File: src/rtl/btn_pulse_gen.sv
// Push-button front end: per-channel 2-FF synchronizer, debounce and hold-to-repeat FSM
// producing registered level, press/repeat strobe and release strobe on clk.
module btn_pulse_gen #(
    parameter int unsigned N_BTN    = 2,
    parameter int unsigned DEB_CNT  = 1000000,
    parameter int unsigned HOLD_CNT = 50000000,
    parameter int unsigned REP_CNT  = 10000000
) (
    input  logic             clk,
    input  logic             rst,
    input  logic [N_BTN-1:0] btn_in,
    input  logic [N_BTN-1:0] rep_en,
    output logic [N_BTN-1:0] level,
    output logic [N_BTN-1:0] pulse,
    output logic [N_BTN-1:0] rel_pulse
);

    localparam logic [31:0] DebLast  = 32'(DEB_CNT - 1);
    localparam logic [31:0] HoldLast = 32'(HOLD_CNT - 1);
    localparam logic [31:0] RepLast  = 32'(REP_CNT - 1);

    typedef enum logic [2:0] {
        StIdle,
        StDebOn,
        StHeld,
        StRepeat,
        StDebOff
    } state_e;

    logic [N_BTN-1:0] sync1_q;
    logic [N_BTN-1:0] sync2_q;

    always_ff @(posedge clk or negedge rst) begin
        if (!rst) begin
            sync1_q <= '0;
            sync2_q <= '0;
        end else begin
            sync1_q <= btn_in;
            sync2_q <= sync1_q;
        end
    end

    for (genvar i = 0; i < N_BTN; i++) begin : g_chan
        state_e      state_q;
        logic [31:0] cnt_q;
        logic        level_q;
        logic        pulse_q;
        logic        rel_q;
        logic        s;

        assign s = sync2_q[i];

        always_ff @(posedge clk or negedge rst) begin
            if (!rst) begin
                state_q <= StIdle;
                cnt_q   <= '0;
                level_q <= 1'b0;
                pulse_q <= 1'b0;
                rel_q   <= 1'b0;
            end else begin
                pulse_q <= 1'b0;
                rel_q   <= 1'b0;
                case (state_q)
                    StIdle: begin
                        if (s) begin
                            state_q <= StDebOn;
                            cnt_q   <= '0;
                        end
                    end
                    StDebOn: begin
                        if (!s) begin
                            state_q <= StIdle;
                            cnt_q   <= '0;
                        end else if (cnt_q == DebLast) begin
                            state_q <= StHeld;
                            cnt_q   <= '0;
                            level_q <= 1'b1;
                            pulse_q <= 1'b1;
                        end else begin
                            cnt_q <= cnt_q + 32'd1;
                        end
                    end
                    StHeld: begin
                        if (!s) begin
                            state_q <= StDebOff;
                            cnt_q   <= '0;
                        end else if (!rep_en[i]) begin
                            cnt_q <= '0;
                        end else if (cnt_q == HoldLast) begin
                            state_q <= StRepeat;
                            cnt_q   <= '0;
                            pulse_q <= 1'b1;
                        end else begin
                            cnt_q <= cnt_q + 32'd1;
                        end
                    end
                    StRepeat: begin
                        if (!s) begin
                            state_q <= StDebOff;
                            cnt_q   <= '0;
                        end else if (!rep_en[i]) begin
                            state_q <= StHeld;
                            cnt_q   <= '0;
                        end else if (cnt_q == RepLast) begin
                            cnt_q   <= '0;
                            pulse_q <= 1'b1;
                        end else begin
                            cnt_q <= cnt_q + 32'd1;
                        end
                    end
                    StDebOff: begin
                        // A bounce back to pressed is absorbed and restarts the hold timer.
                        if (s) begin
                            state_q <= StHeld;
                            cnt_q   <= '0;
                        end else if (cnt_q == DebLast) begin
                            state_q <= StIdle;
                            cnt_q   <= '0;
                            level_q <= 1'b0;
                            rel_q   <= 1'b1;
                        end else begin
                            cnt_q <= cnt_q + 32'd1;
                        end
                    end
                    default: begin
                        state_q <= StIdle;
                        cnt_q   <= '0;
                        level_q <= 1'b0;
                    end
                endcase
            end
        end

        assign level[i]     = level_q;
        assign pulse[i]     = pulse_q;
        assign rel_pulse[i] = rel_q;
    end

endmodule

File: config.mk
export PLATFORM = sky130hd
export DESIGN_NAME = btn_pulse_gen
export DESIGN_NICKNAME = d
export VERILOG_FILES = /design/src/rtl/btn_pulse_gen.sv
export SDC_FILE = /design/constraint.sdc
export NUM_CORES = 1
export LEC_CHECK = 0
export ABC_AREA = 1
export ABC_CLOCK_PERIOD_IN_PS = 5490
export CAP_MARGIN = 20
export CORE_MARGIN = 2
export CORE_UTILIZATION = 40
export CTS_BUF_LIST = sky130_fd_sc_hd__clkbuf_2 sky130_fd_sc_hd__clkbuf_4 sky130_fd_sc_hd__clkbuf_8
export CTS_CLUSTER_DIAMETER = 100
export DETAILED_ROUTE_END_ITERATION = 12
export GPL_ROUTABILITY_DRIVEN = 0
export SYNTH_ARGS = -nofsm -noshare
export SYNTH_HDL_FRONTEND = slang
export SYNTH_SLANG_ARGS = --single-unit
File: constraint.sdc
create_clock -name clk -period 5.49 [get_ports clk]
set_clock_uncertainty 0.15 [all_clocks]
set_input_delay 1.098 -clock clk [delete_from_list [all_inputs] [get_ports clk]]
set_output_delay 1.098 -clock clk [all_outputs]
set_load 0.05 [all_outputs]
# Yosys cells after proc, flatten, opt, wreduce, memory -nomap -nowiden
# Index checks and enable logic that the tools add are counted.
# word_totals
register_bits,80
out_inout_bits,6
input_bits,6
wordCells,134
# op_classes
eq_ne,34
reduce_logical,8
bitwise_logic,2
muxes,76
add_sub_neg,2
# ops
operator,n
two-way mux 32 bit,20
case mux 32 bit (5 select lines),2
adder 32 x 1 -> 32 bit (second input constant),2
== test 32 x 20 -> 1 bit (second input constant),2
== test 32 x 24 -> 1 bit (second input constant),2
== test 32 x 26 -> 1 bit (second input constant),2
two-way mux 3 bit,20
!= test 3 bit (second input constant),10
case mux 3 bit (5 select lines),2
two-way mux 1 bit,28
!= test 2 bit (second input constant),10
== test 3 x 2 -> 1 bit (second input constant),4
case mux 1 bit (3 select lines),4
AND reduction 6 bit,2
AND reduction 5 bit,2
== test 3 x 1 -> 1 bit (second input constant),2
== test 3 bit (second input constant),2
logical NOT 3 bit,2
OR reduction 3 bit,2
NOT 1 bit,2

# Longest topological paths before layout
# depth
ltp_word,5
depth_mapped,12
ltp_nobuf,12

# Least setup slack after synthesis
# Ideal clock, no wire load.
# synth_timing
path_type,input to register
start,input rep_en[1]
end,register g_chan[1].cnt_q[1]
setup_ns,0.121
slack_ns,3.502
required_time_ns,5.219
t_arrival_ns,1.717
path_stages,7
path_buffers,1
path_cell_list,nand2_1 -> nor2_1 -> nand2_1 -> nand2_2 -> buf_2 -> o21bai_1 -> nand2_1
# synth_between
elab_chain_len,3
elab_cells_between_ends,5
classes_between,5 x mux
# synth_lines
element,line_no,source
from (decl),12,"input logic [N_BTN-1:0] rep_en,"
"two-way mux 32 bit, on equally long branches","101, 87",
"two-way mux 32 bit, on equally long branches","98, 84",
case mux 32 bit (5 select lines) (*),63,case (state_q)
to (signal assigned),80,cnt_q <= cnt_q + 32'd1;
to (signal assigned),94,cnt_q <= cnt_q + 32'd1;
to (signal assigned),108,cnt_q <= cnt_q + 32'd1;
to (decl),45,logic [31:0] cnt_q;
# Mark *: on every way between the ends. The rest lies on a longest branch, timed or not.
# A chain may end at the register's enable or synchronous reset.

# Worst setup path after layout
# layout_timing
start,register g_chan[0].level_q
end,output level[0]
# layout_rtl
element,line_no,source
from (decl),46,logic level_q;
from (signal assigned),57,level_q <= 1'b0;
from (signal assigned),77,level_q <= 1'b1;
from (signal assigned),119,level_q <= 1'b0;
to (decl),13,"output logic [N_BTN-1:0] level,"
# No word-level cell between the ends.

==> metrics.txt <==
Least-Margin Pin Slew=about 0.97 ns; Rel. slew slack=between 30% and 40%; crit-path cells=clkdlybuf4s50_1; Switch Pwr=0.746 mW; asr flop ratio synth=100%; final setup vio count=0; clock power share=27.1%; post-cts sizing count=0; # IOs=12; Syn Nets=roughly 1000; Seq pwr share=between 30% and 40%; P_leak=3.09 nW; fmax=360 MHz; area of the mapped netlist=approximately 6200 um2; switching share of power=about 43%; worst path bufs/invs=1; clock sinks=80; Req. time, crit path=between 4 and 5 ns; Pre-antenna DRT Iters=5; Fin Setup TNS=0 ns; met1 WL=7580 um; kind of cell adding the most delay to the critical path=buffers and inverters; Reg clk slew, reported paths=~0.090 ns; type of origin of the critical path=flip-flop; Clock Path Buffers=2; Hold Fails Final Rpt=0; antenna violations before repair=0; Clk Latency, worst-skew pair=about 0.39 ns; CTS tree=yes; first-pass GRT wire length=about 28000 um; All-Layer GR Usage=a little over a fifth; total gr overflow=0; worst path arrival time=1.53 ns; # Post-CTS Setup Buffers=0; maximum resistive drop on vdd=~0.19 mV; die span in y=~130 um; met2 routed WL=approximately 8000 um; DR top layer=met4; Max-Cap Viols=0; RR Startpoint=g_chan[0].cnt_q[0]$_DFFE_PN0N_; final wirelength=16500 um; CP max FO=2; class of the worst hold path=flip-flop to flip-flop; Nets=roughly 1000; Final WS setup=approximately 2.7 ns; Clock Tree Root=clkbuf_8; crit-path max cell delay=about 0.8 ns; share of post-route cells with drive strength above 1=5.27%; Yosys cell types=38; drt drc=0; total power=approximately 1.7 mW; Post-DRT Antenna Nets=0; Gate power share=around 34%; post-DR vias/cell=~5; Die ar.=~17000 um2; max-slew violations=0; Row Count=45; yosys warns=0; vias in the first global route=a little under 6000; port bufs=11; ys flop type=dfrtp_1; Synth Instances=1026; CTS H-Tree Depth=3; critical path class=flip-flop to primary output; RSZ-0062 raised after global routing=no; synthesized area per cell=between 6 and 7 um2; sequential fraction of the synthesis area=~32%; post-place setup slack=between 2 and 3 ns; min cycle time layout=2.78 ns; Post-synth EDFFs=0; hold_sp=sync1_q[1]$_DFF_PN0_; Slowest cell on crit path=clkdlybuf4s50_1; outcome=finished, final reports clean; Via Count=roughly 6200; initial drt markers=around 430; DP HPWL=~12000 um; Power Density=263 nW/um2; Die Wd=about 130 um; number of fillers in the final layout=1651; Core ar.=roughly 15000 um2; layout overhead on the synthesized area=6.08%; fin crit share=about 50%; WHS=0.203 ns; Int Power=about 0.99 mW; largest net degree at the start of global routing=between 40 and 50; CP Capture Type=primary output; wire per inst=13.6 um; Starting Density=about two fifths; flops & latches, synth=80; Post-CTS Hold Fix Bufs=0; n_diodes=0; Setup crit start=g_chan[0].level_q$_DFFE_PN0P_; met3 WL=566 um; total CTS buffers=9
[layout make-up]
class | count | area [um2] | area share (%)
clock inverters | 6 | 67.6 | 1.03
inverters | 116 | 435 | 6.61
flip-flops and latches | 80 | 2000 | 30.4
multi-input cells | 800 | 3590 | 54.5
well taps | 188 | 235 | 3.57
repair buffers | 13 | 123 | 1.86
clock buffers | 10 | 138 | 2.09
[placed cells by master, fill, tap and decap left out, types with 4 or more instances in the layout]
cell type / synthesis / final
xor2_1: 10 / 10
a32oi_1: 6 / 6
clkdlybuf4s50_1: 0 / 10
nor2_4: 4 / 4
o21ai_1: 23 / 23
nor3_1: 31 / 30
nand2_1: 376 / 376
nand4_1: 26 / 26
dfrtp_1: 80 / 80
nand2_2: 4 / 4
o21ai_0: 32 / 32
a21oi_1: 22 / 22
inv_2: 5 / 5
nor2_1: 172 / 172
clkbuf_8: 0 / 10
nor2_2: 10 / 10
inv_1: 110 / 110
nor3_2: 3 / 4
nand3_1: 57 / 57
[stage by stage]
step / std cells / utilization (%) / instance area (um2)
floorplan: 1026 / - / 6210
finish: 1213 / 43.3 / 6590
detailed placement: 1197 / 42.0 / 6380
global route: 1213 / 43.3 / 6590
global placement: 1197 / 42.0 / 6380
CTS: 1213 / 43.3 / 6590
[cell families after synthesis]
kind of cell	count (synthesis)	synth area share [%]
buf+inv	146	10.1
simple gates	693	47.1
flops	80	32.2
fa+ha+maj	2	0.403
compound gates	92	8.34
xor+xnor	13	1.83
[final timing paths]
kind,endpoint,slack (ns),cells past startpoint
hold / removal,sync2_q[1]$_DFF_PN0_,0.20,0
min in group asynchronous,g_chan[1].cnt_q[25]$_DFFE_PN0N_,0.51,1
setup / recovery,level[0],2.71,1
hold reg to reg,sync2_q[1]$_DFF_PN0_,0.20,0
setup reg to reg,g_chan[0].cnt_q[21]$_DFFE_PN0N_,2.99,10
max in group asynchronous,g_chan[0].cnt_q[8]$_DFFE_PN0N_,3.72,2
[metal layers]
metal / global-route usage, % / vias to the layer above
met5: 0 / -
met4: 6.59 / 0
met3: 3.41 / 23
met2: 37.1 / 119
met1: 27.0 / 2822
li1: - / 3227
[Yosys cell counts, types with 8 or more instances]
master / n / share of area (%)
o21ai_0: 32 / 2.6
nor2_2: 10 / 1.0
o21ai_1: 23 / 1.9
xor2_1: 10 / 1.4
a21oi_1: 22 / 1.8
buf_2: 8 / 0.64
nand2_1: 376 / 23
buf_4: 8 / 0.97
nand4_1: 26 / 2.6
nand3_1: 57 / 4.6
nor2_1: 172 / 10
inv_1: 110 / 6.6
clkbuf_1: 9 / 0.54
dfrtp_1: 80 / 32
nor3_1: 31 / 2.5
[registers in the layout, indices dropped and copies added (netlist names)]
signal          cells
g_chan.state_q      6
g_chan.pulse_q      2
g_chan.rel_q        2
g_chan.level_q      2
g_chan.cnt_q       64
sync1_q             2
sync2_q             2
[power groups by stage]
stage                     Clock [mW]  Combinational (mW)  Sequential [mW]
after floorplan                    0               0.479            0.667
after global placement             0               0.596            0.681
after detailed placement           0               0.598            0.681
after CTS                      0.486               0.599            0.669
after global routing           0.510               0.667            0.677
final                          0.470               0.595            0.669
Power figures use the tool's default switching activity.
